[config.mk]
export PLATFORM = sky130hd
export DESIGN_NAME = hpdmc_fmlarb
export DESIGN_NICKNAME = d
export VERILOG_FILES = /design/src/rtl/hpdmc_fmlarb.sv
export SDC_FILE = /design/constraint.sdc
export NUM_CORES = 1
export LEC_CHECK = 0
export ABC_AREA = 0
export CORE_AREA = 2 2 248 250
export CTS_CLUSTER_SIZE = 28
export DETAILED_ROUTE_END_ITERATION = 10
export DIE_AREA = 0 0 250 252
export PLACE_DENSITY_LB_ADDON = 0.25
export SLEW_MARGIN = 20
export SYNTH_ARGS = -nofsm -noshare
export SYNTH_HDL_FRONTEND = slang
export SYNTH_SLANG_ARGS = --single-unit
[constraint.sdc]
create_clock -name sys_clk -period 2.1 [get_ports sys_clk]
set_clock_uncertainty 0.05 [all_clocks]
set_input_delay 0.21 -clock sys_clk [delete_from_list [all_inputs] [get_ports sys_clk]]
set_output_delay 0.21 -clock sys_clk [all_outputs]
set_load 0.1 [all_outputs]
[src/rtl/hpdmc_fmlarb.sv]
// hpdmc_fmlarb: 4-way arbiter sharing one FML 4x64 port between bus masters.
// Define HPDMC_FMLARB_FIXEDPRIO_EN for fixed priority (master 0 highest); default is round-robin.
module hpdmc_fmlarb #(
    parameter int sdram_depth = 26
) (
    input  logic                     sys_clk,
    input  logic                     sys_rst_n,
    input  logic [4*sdram_depth-1:0] m_adr,
    input  logic [3:0]               m_stb,
    input  logic [3:0]               m_we,
    input  logic [31:0]              m_sel,
    input  logic [255:0]             m_di,
    output logic [3:0]               m_ack,
    output logic [63:0]              m_do,
    output logic [sdram_depth-1:0]   s_adr,
    output logic                     s_stb,
    output logic                     s_we,
    input  logic                     s_ack,
    output logic [7:0]               s_sel,
    output logic [63:0]              s_di,
    input  logic [63:0]              s_do
);

    typedef enum logic [1:0] {IDLE, REQ, WBURST} state_t;

    state_t     state_q, state_d;
    logic [1:0] grant_q, grant_d;
    logic [1:0] last_q, last_d;
    logic [1:0] beat_q, beat_d;
    logic [1:0] winner;
    logic       xfer;

`ifdef HPDMC_FMLARB_FIXEDPRIO_EN
    always_comb begin
        winner = 2'd0;
        for (int k = 3; k >= 0; k--) begin
            if (m_stb[k]) winner = 2'(k);
        end
    end
`else
    logic [1:0] rr_idx;
    logic       found;

    // Search starts just after the last master served, wrapping mod 4.
    always_comb begin
        winner = last_q + 2'd1;
        rr_idx = '0;
        found  = 1'b0;
        for (int k = 1; k <= 4; k++) begin
            rr_idx = last_q + 2'(k);
            if (!found && m_stb[rr_idx]) begin
                winner = rr_idx;
                found  = 1'b1;
            end
        end
    end
`endif

    // Data path always follows the granted master so write beats need no extra muxing.
    assign s_adr = m_adr[int'(grant_q)*sdram_depth +: sdram_depth];
    assign s_we  = m_we[grant_q];
    assign s_sel = m_sel[int'(grant_q)*8 +: 8];
    assign s_di  = m_di[int'(grant_q)*64 +: 64];
    assign m_do  = s_do;

    assign s_stb = (state_q == REQ) && m_stb[grant_q];
    assign xfer  = s_stb && s_ack;
    assign m_ack = xfer ? (4'b0001 << grant_q) : 4'b0000;

    always_ff @(posedge sys_clk or negedge sys_rst_n) begin
        if (!sys_rst_n) begin
            state_q <= IDLE;
            grant_q <= 2'd0;
            last_q  <= 2'd3;
            beat_q  <= 2'd0;
        end else begin
            state_q <= state_d;
            grant_q <= grant_d;
            last_q  <= last_d;
            beat_q  <= beat_d;
        end
    end

    always_comb begin
        state_d = state_q;
        grant_d = grant_q;
        last_d  = last_q;
        beat_d  = beat_q;
        case (state_q)
            IDLE: begin
                if (|m_stb) begin
                    grant_d = winner;
                    state_d = REQ;
                end
            end
            REQ: begin
                if (xfer) begin
                    last_d = grant_q;
                    if (s_we) begin
                        state_d = WBURST;
                        beat_d  = 2'd1;
                    end else begin
                        state_d = IDLE;
                    end
                end else if (!m_stb[grant_q]) begin
                    // Master withdrew its request without an ack.
                    state_d = IDLE;
                end
            end
            WBURST: begin
                if (beat_q == 2'd3) begin
                    beat_d  = 2'd0;
                    state_d = IDLE;
                end else begin
                    beat_d = beat_q + 2'd1;
                end
            end
            default: state_d = IDLE;
        endcase
    end

endmodule

==> impl_metrics.yaml <==
clock_tree:
  cts_tree: "yes"
  cts-hold-fix-buffers: 0
  clock-sinks: 8
  cts_buffers: 3
  htreeDepth: 1
  worstSkewPairLatency_ps: 230
  clk_pin_slew_ps: 40
  cts_root_buffer: "clkbuf_16"
  cts.path.max_buffers: 2
synthesis:
  synth_top_area_share_pct: 64.4
  synth_most_common_cell: "mux4_2"
  synth_seq_cells: 8
  avgSynthCellArea_um2: 13.4
  postSynthCellCount: 256
  synth_edf_count: 0
  synth_top_flop_cell: "dfrtp_1"
  postSynth.asyncResetShare_pct: 100
  synthesis.area_mm2: 0.00343
  yosysTopAreaCell: "mux4_2"
  synth.area.top_cells: "mux4_2 (64%), buf_4 (16%), dfrtp_1 (4.4%)"
  synth_common_cells: "mux4_2 (98), buf_4 (72), buf_2 (7), clkbuf_1 (7), inv_1 (7)"
  yosysSeqAreaShare_pct: 5.91
  postSynthNetCount: 724
  synth_cell_types: 37
  yosysWarnings: 0
setup_path:
  worstPathRequired_ps: 1840
  startpoint_type: "flop"
  path_class: "reg2out"
  end_kind: "primary output"
  crit_fanout: 10
  cp.arrival_ps: 1830
timing:
  fin_crit_ps: 2090
  max_freq_ghz: 0.478
  rsz0062_at_grt: "true"
  post-route-period-util_pct: 99.6
  worst_pin_slew_ps: 407
  layout_setup_ws_ps: 7.44
  slew-limit-headroom_pct: 72.8
  hold_violations: 0
  finalSetupTns_ps: 0
  setup_viol: 0
  slew_violations: 0
global_route:
  grt_util_met3_pct: 1.86
  grt_pass1_vias: 4663
  met2_usage_pct: 14.5
  grt_pass1_wl_um: 36400
  grt-ovfl-total: 0
  grt_start_max_net_pins: 50
  antenna_found_initial: 4
  grt_util_met1_pct: 9.55
  track_usage_pct: 7.88
  grt.busiest_layer: "met2"
job:
  drv_cap: 0
routing:
  routed_wl_um: 27100
  via_per_inst: 2.89
  first_iter_violations: 195
  firstDrtPassIters: 4
  avgRoutedWirePerCell_um: 18.1
  vias: 4326
  drcViolationCount: 0
  antenna_left: 0
finish:
  final_nets: 1184
  final_cells: 1498
  drive_above_1_share_pct: 36.1
  synthToLayoutAreaGrowth_pct: 206
  fin_util_pct: 17.4
power_and_ir_drop:
  p_per_area_mw_per_mm2: 1810
  p_leak_nw: 3.69
  irDropWorstVdd_mv: 0.916
die:
  start_util_pct: 5.70
  die_height_um: 252
  row_count: 90
  die_w_um: 250
  core_area_mm2: 0.0601
  num_io_pins: 635
  dieArea_mm2: 0.0630
placed_design:
  place_inst: 1481
  place_ws_ps: 157
  place_hpwl_um: 23900
  portBuffers: 506
  globalplace.congestion: 0.842
status:
  status: "completed"
worst_hold_path:
  hp-class: "in2async"
-- placed cells by master (no fill, tap or decap), drive strengths merged --
master	netlist	layout
a211oi	1	1
a21bo	1	1
a21oi	1	1
a221oi	1	1
a222oi	1	1
a22oi	3	3
a311o	1	1
and2	2	2
and3	3	3
buf	82	140
clkbuf	7	6
clkdlybuf4s50	0	402
dfrtp	6	6
dfstp	2	2
diode	0	1
ha	1	1
inv	7	7
mux2	4	4
mux2i	3	3
mux4	98	98
nand2	6	6
nand2b	2	2
nand3	2	2
nand3b	1	1
nor2	7	7
nor3	2	2
nor4	1	1
o211ai	1	1
o21ai	5	5
o22ai	3	3
or4	1	1
xnor2	1	1
-- cells by family (layout without fill, tap and decap cells) --
| family | after synthesis | after routing | synth area share [%] |
|---|---|---|---|
| simple gates | 27 | 27 | 4.31 |
| mux | 105 | 105 | 66.7 |
| buf+inv | 96 | 555 | 18.7 |
| other cells | 0 | 1 | 0 |
| compound gates | 18 | 18 | 3.80 |
| flops | 8 | 8 | 5.91 |
| xor+xnor | 1 | 1 | 0.256 |
| fa+ha+maj | 1 | 1 | 0.365 |
-- per-stage QoR --
| stage | hold WS, ps | power [mW] | instance area (µm²) |
|---|---|---|---|
| 5_1_grt | 254 | 19.5 | 10500 |
| 2_1_floorplan | -136 | 12.0 | 3440 |
| 4_1_cts | 241 | 19.0 | 10400 |
| 6_report | 228 | 18.9 | 10500 |
| 3_3_place_gp | 371 | 18.5 | 10200 |
| 3_5_place_dp | 371 | 18.5 | 10200 |
-- critical path, stage by stage (launching register included) --
cell,delay [ps]
dfrtp_4,460
buf_12,160
mux2_2,440
mux2_2,330
buf_12,180
-- final timing paths --
| path | start | to | slack (ps) | cells after the start |
|---|---|---|---|---|
| setup reg to reg | grant_q[0] | last_q[0] | 210 | 6 |
| max in group asynchronous | sys_rst_n | last_q[0] | 1450 | 1 |
| min in group sys_clk | s_do[29] | m_do[29] | 370 | 0 |
| hold / removal | sys_rst_n | grant_q[0] | 230 | 1 |
| hold reg to reg | last_q[1] | last_q[1] | 490 | 2 |
| setup / recovery | grant_q[0] | s_we | 7 | 4 |
-- per-layer routing --
metal  vias to the layer above  routed length, µm
met4                         2                161
met1                      2137              10700
met5                         -                 11
met2                       232              14300
met3                        14               1880
li1                       1941                  -
-- area by class of cell --
type                            instances  area, µm²
Timing Repair Buffer                  544       6560
Multi-Input combinational cell        152       2620
Fill cell                            6624      49700
Clock buffer                            4       78.8
Inverter                                7       26.3
Antenna cell                            1       2.50
Sequential cell                         8        210
Tap cell                              782        978
-- flip-flops by register name, indices dropped and copies added (netlist names) --
name / flops
state_q: 2
grant_q: 2
beat_q: 2
last_q: 2
-- where the power goes --
group	total, mW	internal [mW]	switching, mW
Sequential	0.380	0.256	0.123
Clock	0.330	0.253	0.0770
Combinational	18.2	7.24	11.0
-- what timing repair did --
item,in CTS,in global routing
buffers inserted,7,3
gates resized for setup,7,2
endpoints found under the setup margin,54,67
cloned,0,2
pin swaps,1,2
Power figures use the tool's default switching activity.
